===== config.mk =====
export PLATFORM = sky130hd
export DESIGN_NAME = word_serializer
export DESIGN_NICKNAME = d
export VERILOG_FILES = /design/src/rtl/word_serializer_pkg.sv /design/src/rtl/word_serializer_stage.sv /design/src/rtl/word_serializer.sv
export SDC_FILE = /design/constraint.sdc
export NUM_CORES = 1
export LEC_CHECK = 0
export CAP_MARGIN = 20
export CELL_PAD_IN_SITES_DETAIL_PLACEMENT = 1
export CELL_PAD_IN_SITES_GLOBAL_PLACEMENT = 1
export CORE_MARGIN = 4
export CORE_UTILIZATION = 36
export CTS_CLUSTER_SIZE = 24
export DETAILED_ROUTE_END_ITERATION = 8
export PLACE_DENSITY = 0.8
export SLEW_MARGIN = 10
export SYNTH_ARGS = -nofsm -noshare
export SYNTH_HDL_FRONTEND = slang
export SYNTH_SLANG_ARGS = --single-unit

===== constraint.sdc =====
create_clock -name clk_i -period 1.6 [get_ports clk_i]
set_input_delay 0.16 -clock clk_i [delete_from_list [all_inputs] [get_ports clk_i]]
set_output_delay 0.16 -clock clk_i [all_outputs]
set_load 0.02 [all_outputs]

===== src/rtl/word_serializer_pkg.sv =====
// Shared types and default widths for the wide-to-narrow word serializer.
// Contents:
//   ser_order_e  - beat ordering of a serialized word
//   AES_BLOCK_W  - default input word width (AES result block)
//   STREAM_W     - default output beat width (streamer sink)
package word_serializer_pkg;

  typedef enum logic {
    SER_LSB_FIRST = 1'b0,
    SER_MSB_FIRST = 1'b1
  } ser_order_e;

  localparam int unsigned AES_BLOCK_W = 128;
  localparam int unsigned STREAM_W    = 32;

endpackage


===== src/rtl/word_serializer_stage.sv =====
// One word-wide holding register with a full flag.
// Ports:
//   clk_i, rst_ni - clock, asynchronous active-low reset
//   load_i        - capture data_i and mark full (wins over drop_i)
//   drop_i        - mark empty
//   data_i/data_o - word in / held word out
//   full_o        - a word is held
module word_serializer_stage
  import word_serializer_pkg::*;
#(
  parameter int unsigned W = AES_BLOCK_W
) (
  input  logic         clk_i,
  input  logic         rst_ni,
  input  logic         load_i,
  input  logic         drop_i,
  input  logic [W-1:0] data_i,
  output logic [W-1:0] data_o,
  output logic         full_o
);

  logic [W-1:0] data_q;
  logic         full_q;

  // Load has priority so a drain and a refill can share one edge.
  always_ff @(posedge clk_i or negedge rst_ni) begin
    if (!rst_ni) begin
      data_q <= '0;
      full_q <= 1'b0;
    end else if (load_i) begin
      data_q <= data_i;
      full_q <= 1'b1;
    end else if (drop_i) begin
      full_q <= 1'b0;
    end
  end

  assign data_o = data_q;
  assign full_o = full_q;

endmodule


===== src/rtl/word_serializer.sv =====
// Wide-to-narrow stream serializer: IN_W-bit words in, IN_W/OUT_W beats of
// OUT_W bits out, with a last-beat flag. Outputs depend on held state and
// enable_i only; there is no path from out_ready_i to out_valid_o.
// Build option: define WORD_SERIALIZER_PREFETCH_EN to add a second word
// register so words stream back-to-back without an idle beat.
// Ports:
//   clk_i, rst_ni            - clock, asynchronous active-low reset
//   clr_i                    - synchronous flush (beats precedence over enable_i)
//   enable_i                 - 0 freezes state and idles both handshakes
//   in_valid_i/in_ready_o    - input word handshake, in_data_i word
//   out_valid_o/out_ready_i  - output beat handshake, out_data_o beat
//   out_last_o               - final beat of a word
//   busy_o                   - any word held
module word_serializer
  import word_serializer_pkg::*;
#(
  parameter int unsigned IN_W      = AES_BLOCK_W,
  parameter int unsigned OUT_W     = STREAM_W,
  parameter bit          MSB_FIRST = 1'b1
) (
  input  logic             clk_i,
  input  logic             rst_ni,
  input  logic             clr_i,
  input  logic             enable_i,
  input  logic             in_valid_i,
  output logic             in_ready_o,
  input  logic [IN_W-1:0]  in_data_i,
  output logic             out_valid_o,
  input  logic             out_ready_i,
  output logic [OUT_W-1:0] out_data_o,
  output logic             out_last_o,
  output logic             busy_o
);

  localparam int unsigned NBEATS = (OUT_W == 0) ? 1 : IN_W / OUT_W;
  localparam int unsigned CNT_W  = (NBEATS > 1) ? $clog2(NBEATS) : 1;
  localparam logic [CNT_W-1:0] LAST_CNT = CNT_W'(NBEATS - 1);
  localparam ser_order_e ORDER = MSB_FIRST ? SER_MSB_FIRST : SER_LSB_FIRST;

  if ((OUT_W == 0) || (IN_W < OUT_W) || ((IN_W % OUT_W) != 0)) begin : g_bad_width
    $error("word_serializer: IN_W must be a non-zero integer multiple of OUT_W");
  end

  logic [CNT_W-1:0] cnt_q, cnt_d;
  logic [CNT_W-1:0] beat_idx;
  logic [IN_W-1:0]  act_data, act_load_data, shifted;
  logic             act_full, act_load, act_drop;
  logic             accept, fire_out, last_beat, fire_last;

  assign last_beat   = (cnt_q == LAST_CNT);
  assign out_valid_o = enable_i & act_full;
  assign out_last_o  = out_valid_o & last_beat;
  assign fire_out    = out_valid_o & out_ready_i;
  assign fire_last   = fire_out & last_beat;
  assign accept      = in_valid_i & in_ready_o;
  assign act_drop    = clr_i | fire_last;

  // in_ready_o is also low while clr_i is high so no word is accepted into a flush.
`ifdef WORD_SERIALIZER_PREFETCH_EN
  logic [IN_W-1:0] pf_data;
  logic            pf_full, pf_load, pf_drop;

  assign in_ready_o    = enable_i & ~clr_i & ~pf_full;
  // Active refills on its last beat from prefetch, else from a word presented now.
  assign act_load      = ~clr_i & ((fire_last & pf_full) | (accept & (~act_full | fire_last)));
  assign act_load_data = pf_full ? pf_data : in_data_i;
  assign pf_load       = ~clr_i & accept & act_full & ~fire_last;
  assign pf_drop       = clr_i | (fire_last & pf_full);
  assign busy_o        = act_full | pf_full;

  word_serializer_stage #(.W(IN_W)) u_prefetch (
    .clk_i  (clk_i),
    .rst_ni (rst_ni),
    .load_i (pf_load),
    .drop_i (pf_drop),
    .data_i (in_data_i),
    .data_o (pf_data),
    .full_o (pf_full)
  );
`else
  assign in_ready_o    = enable_i & ~clr_i & ~act_full;
  assign act_load      = ~clr_i & accept;
  assign act_load_data = in_data_i;
  assign busy_o        = act_full;
`endif

  word_serializer_stage #(.W(IN_W)) u_active (
    .clk_i  (clk_i),
    .rst_ni (rst_ni),
    .load_i (act_load),
    .drop_i (act_drop),
    .data_i (act_load_data),
    .data_o (act_data),
    .full_o (act_full)
  );

  // Beat counter: advances only on a transfer, wraps after the last beat.
  always_comb begin
    cnt_d = cnt_q;
    if (clr_i) begin
      cnt_d = '0;
    end else if (fire_out) begin
      cnt_d = last_beat ? '0 : cnt_q + CNT_W'(1);
    end
  end

  always_ff @(posedge clk_i or negedge rst_ni) begin
    if (!rst_ni) begin
      cnt_q <= '0;
    end else begin
      cnt_q <= cnt_d;
    end
  end

  // Beat select: MSB-first walks the slices from the top of the word down.
  assign beat_idx   = (ORDER == SER_MSB_FIRST) ? (LAST_CNT - cnt_q) : cnt_q;
  assign shifted    = act_data >> (OUT_W * 32'(beat_idx));
  assign out_data_o = out_valid_o ? shifted[OUT_W-1:0] : '0;

endmodule

# Word-level counts from Yosys, hierarchy flattened
# Cells that the tools add are included.
[totals]
output_inout_bits = 36
regBits = 131
elab_cells = 26
input_bits = 134
[op_classes]
n_reduce_logical = 2
n_eq_ne = 1
bitwise_logic = 11
n_mux = 6
addsub = 2
n_shift = 1
[op_table]
columns = ["cell", "count"]
rows = [
  ["$shr A128 B7 Y32", 1],
  ["$mux W32", 1],
  ["$and A1 B1 Y1", 8],
  ["$mux W2", 3],
  ["$reduce_bool A2 Y1", 2],
  ["$add A2 B1 Y2 const B", 1],
  ["$eq A2 B2 Y1 const B", 1],
  ["$mux W1", 2],
  ["$not A1 Y1", 2],
  ["$sub A2 B2 Y2 const A", 1],
  ["$or A1 B1 Y1", 1],
]

# Depth between registers and ports, before layout
# Gate-level depths: netlist of the first run.
[logic_depth]
ltp_word = 6
ltp_mapped = 4
depth_no_buf = 3

# Modules after synthesis
# A second synthesis of the first run with hierarchy kept.
[hier_totals]
cells_unflattened = 399
hier_area_um2 = 5969.5
[modules_own_cells]
columns = ["mod", "cells_per_inst", "instances", "area_each_um2", "seq_area_each_um2"]
rows = [
  ["word_serializer_stage", 273, 1, 4832.1, 3228.1],
  ["word_serializer", 126, 1, 1137.3, 50.0],
]

# Least setup slack after synthesis of the first run
# OpenSTA, ideal clock, no wires.
[synth_timing]
path_kind = "reg-to-reg"
start = "register u_active.full_q, in the netlist u_active.full_o"
end = "register u_active.data_q[0], in the netlist u_active.data_o[0]"
stages_incl_launch_ff = 5
t_arrival_ps = 1505
t_required_ps = 1475
path_slack_ps = -30
n_path_buf = 2
setup_time_ps = 125
path_cell_list = "dfrtp_1 > and4bb_4 > buf_12 > buf_12 > mux2_4"
[synth_between]
elab_chain_len = 4
[synth_lines]
columns = ["item", "line_no", "source"]
rows = [
  ["start, declared", "word_serializer_stage.sv:23", "logic full_q;"],
  ["start signal, assigned", "word_serializer_stage.sv:29", "full_q <= 1'b0;"],
  ["start signal, assigned", "word_serializer_stage.sv:32", "full_q <= 1'b1;"],
  ["start signal, assigned", "word_serializer_stage.sv:34", "full_q <= 1'b0;"],
  ["$not A1 Y1", "word_serializer.sv:81", "assign in_ready_o = enable_i & ~clr_i & ~act_full;"],
  ["$and A1 B1 Y1", "word_serializer.sv:81", ""],
  ["$and A1 B1 Y1", "word_serializer.sv:55", "assign accept = in_valid_i & in_ready_o;"],
  ["$and A1 B1 Y1", "word_serializer.sv:82", "assign act_load = ~clr_i & accept;"],
  ["end signal, assigned", "word_serializer_stage.sv:31", "data_q <= data_i;"],
  ["end, declared", "word_serializer_stage.sv:22", "logic [W-1:0] data_q;"],
]
# No other way between the ends.
# A chain may end at the register's enable or synchronous reset.

# Final worst setup path of the first run
[layout_timing]
start = "register cnt_q[1]"
end = "output out_data_o[18]"
[layout_between]
elab_chain_len = 3
[layout_lines]
columns = ["item", "line_no", "source"]
rows = [
  ["start, declared", "word_serializer.sv:44", "logic [CNT_W-1:0] cnt_q, cnt_d;"],
  ["start signal, assigned", "word_serializer.sv:111", "cnt_q <= cnt_d;"],
  ["$sub A2 B2 Y2", "word_serializer.sv:116", "assign beat_idx = (ORDER == SER_MSB_FIRST) ? (LAST_CNT - cnt_q) : cnt_q;"],
  ["$shr A128 B7 Y32", "word_serializer.sv:117", "assign shifted = act_data >> (OUT_W * 32'(beat_idx));"],
  ["$mux W32", "word_serializer.sv:118", "assign out_data_o = out_valid_o ? shifted[OUT_W-1:0] : '0;"],
  ["end, declared", "word_serializer.sv:30", "output logic [OUT_W-1:0] out_data_o,"],
]
# No other way between the ends.

==> flow_metrics.env, run 1 <==
export IMPL_layout_common_cells="clkdlybuf4s50_1, dfrtp_1, mux2_4"
export IMPL_crit_type="register to primary output"
export IMPL_cts_tree="yes"
export IMPL_layout_commonest_cell="clkdlybuf4s50_1"
export IMPL_io_pins=170
export IMPL_via_per_inst=4.97
export IMPL_worstHoldPathType="input port to async pin"
export IMPL_clkTransAtPathRegs_ns=0.06
export IMPL_outcome="complete, but fails checks"
export IMPL_p_total_mw=11.5
export IMPL_fmaxAchievable_ghz=0.510
export IMPL_port_buffers=169
export IMPL_rows=48
export IMPL_skew_ns=0.00703
export IMPL_syn_area_per_cell_sq_um=16.0
export IMPL_ys_ff_latch=131
export IMPL_finalNetCount=765
export IMPL_powerDensity_nw_per_um2=1150
export IMPL_diodes=0
export IMPL_initial_core_util_pct=36.8
export IMPL_max_stage_delay_ns=0.54
export IMPL_drcViolationCount=0
export IMPL_crit_chain="buf_4, buf_12, mux2i_4, o22ai_2, buf_6"
export IMPL_cts_htree_levels=4
export IMPL_violations="negative setup slack"
export IMPL_n_fill_cell=1620
export IMPL_leakagePower_nw=4.22
export IMPL_hold_slack_ns=0.303
export IMPL_drt_iter0_markers=157
export IMPL_relSlewSlack_pct=74.5
export IMPL_cts_buffer_depth=2
export IMPL_setup_viol=104
export IMPL_gp_congestion=0.783
export IMPL_antenna_found_initial=0
export IMPL_seqCellArea_sq_um=3280
export IMPL_worstPathArrival_ns=1.80
export IMPL_hold_violations=0
export IMPL_dieWidth_um=141
export IMPL_synthesis_area_sq_um=6370
export IMPL_reg2regPathDepth=5
export IMPL_rsz0062_at_grt="yes"
export IMPL_multi_input_area_sq_um=3040
export IMPL_drt_wirelength_per_cell_um=22.6
export IMPL_core_sq_um=17300
export IMPL_tightest_slew_ns=0.382
export IMPL_synth_fp_nets=534
export IMPL_grt_ovfl_total=0
export IMPL_final_antenna_net_count=0
export IMPL_hpwl_mm=12.2
export IMPL_slew_viol_final=0
export IMPL_drive_above_1_share_pct=46.0
export IMPL_die_area_sq_um=19900
export IMPL_cts_sinks=131
export IMPL_synthCells=399
export IMPL_cts_made_buffers=17
export IMPL_root_buffer="clkbuf_16"
export IMPL_crit_slowest_cell="dfrtp_4"
export IMPL_worst_slack_ns=-0.360
export IMPL_grt_max_degree=68
export IMPL_ys_seq_area_share_pct=51.4
export IMPL_path_max_fanout=9
export IMPL_end_kind="primary output"
export IMPL_period_needed_ns=1.96
export IMPL_crit_path_start_kind="register"
export IMPL_dp_cells=803
export IMPL_peakVddDrop_v=0.000765
export IMPL_firstDrtPassIters=4
export IMPL_clk_insertion_delay_late_ns=0.42
export IMPL_maxCapViolCount=0
export IMPL_grtUsageTotal_pct=19.9
export IMPL_die_h_um=141
export IMPL_utilization_pct=57.6
export IMPL_wirelength_mm=19.6
export IMPL_grt_pass1_wl_mm=30.2
export IMPL_cp_required_ns=1.44
export IMPL_ys_types=21
export IMPL_final_cell_count_no_fill=868
export IMPL_fin_tns_setup_ns=-13.00
export IMPL_yosysWarnings=0
export IMPL_finalCritPeriodShare_pct=123
export IMPL_grt_pass1_vias=5148
export IMPL_syn_to_final_growth_pct=56.3
export IMPL_vias=4316
==> sequential cells by signal, indices dropped and copies added, names as in the netlist <==
name	cells
cnt_q	2
u_active.full_o	1
u_active.data_o	128
==> synthesized netlist by cell type <==
master	number	area [sq um]
clkbuf_1	7	26.3
buf_2	7	35.0
nand3b_1	1	7.51
ha_1	1	12.5
and4bb_4	1	16.3
nand2b_1	2	12.5
buf_6	2	22.5
nor3b_1	1	7.51
a31o_2	1	8.76
mux2_2	28	315
mux2i_1	65	651
nor2b_1	1	6.26
dfrtp_1	131	3280
inv_1	1	3.75
nor3_1	1	5.00
mux2_4	101	1520
o22ai_1	32	200
and3_1	2	12.5
nand3_1	2	10.0
buf_12	11	220
and2_1	1	6.26
==> worst max-delay path: cells and delay by family, from the launching register on <==
family / cells / cell delay [ns]
muxes: 1 / 0.19
buffers and inverters: 3 / 0.46
DFF: 1 / 0.54
AOI/OAI and AO/OA: 1 / 0.18
==> per-stage QoR <==
| stage | area, sq um | setup WS, ns |
|---|---|---|
| after global routing | 9960 | -0.427 |
| final | 9960 | -0.360 |
| after global placement | 8500 | -0.405 |
| after detailed placement | 8500 | -0.502 |
| after floorplan | 6370 | 0.0152 |
| after CTS | 9880 | -0.408 |
==> routing by layer <==
layer / wire, um / global-route usage (%) / vias up
met5: 0 / 0 / -
met1: 8620 / 25.8 / 2225
met3: 1010 / 5.94 / 19
met2: 9760 / 32.6 / 134
li1: - / - / 1938
met4: 179 / 5.00 / 0
==> cells by family after synthesis <==
logic type	synth area share [%]
DFF	51.4
buffers and inverters	4.83
and+or+nand+nor	1.32
AOI/OAI and AO/OA	3.28
muxes	38.9
adders and majority gates	0.196
==> final timing paths <==
kind | from | to | slack, ns
worst max register to register | u_active.full_o$_DFFE_PN0P_ | u_active.data_o[60]$_DFFE_PN0P_ | -0.08
worst max-delay path | cnt_q[1]$_DFFE_PN0P_ | out_data_o[18] | -0.36
worst min-delay path | rst_ni | u_active.data_o[1]$_DFFE_PN0P_ | 0.30
min in group clk_i | in_data_i[62] | u_active.data_o[62]$_DFFE_PN0P_ | 0.35
max in group asynchronous | rst_ni | u_active.data_o[21]$_DFFE_PN0P_ | 0.96
worst min register to register | u_active.data_o[111]$_DFFE_PN0P_ | u_active.data_o[111]$_DFFE_PN0P_ | 0.51
==> where the power goes <==
group          internal [mW]  switching [mW]
sequential              4.07           0.527
clock                   2.90            1.52
combinational           1.68           0.771
total                   8.65            2.81
==> final cells by class <==
type / count / area share [%]
clock buffers: 21 / 4.72
clock inverters: 11 / 2.00
inverters: 1 / 0.0377
multi-input cells: 240 / 30.5
flip-flops and latches: 131 / 33.0
well taps: 225 / 2.83
repair buffers: 239 / 27.0
==> what timing repair did <==
action	4_1_cts	5_1_grt
endpoints found under the hold margin	131	0
setup buffers	23	8
resized for setup	240	57
hold buffers	1	0
pin swaps	4	6
gates cloned	11	3
setup endpoints to repair	129	157
(Power assumes the default switching activity.)
==> inputs of run 2 (changes only) <==
- ABC_CLOCK_PERIOD_IN_PS: unset -> 1600
==> results of run 2 <==
No change in the layout: final DEF, timing and power equal those of run 1.
==> inputs of run 3 (changes only) <==
- CAP_MARGIN: 20 -> unset
==> results of run 3 <==
No change in the layout: final DEF, timing and power equal those of run 1.
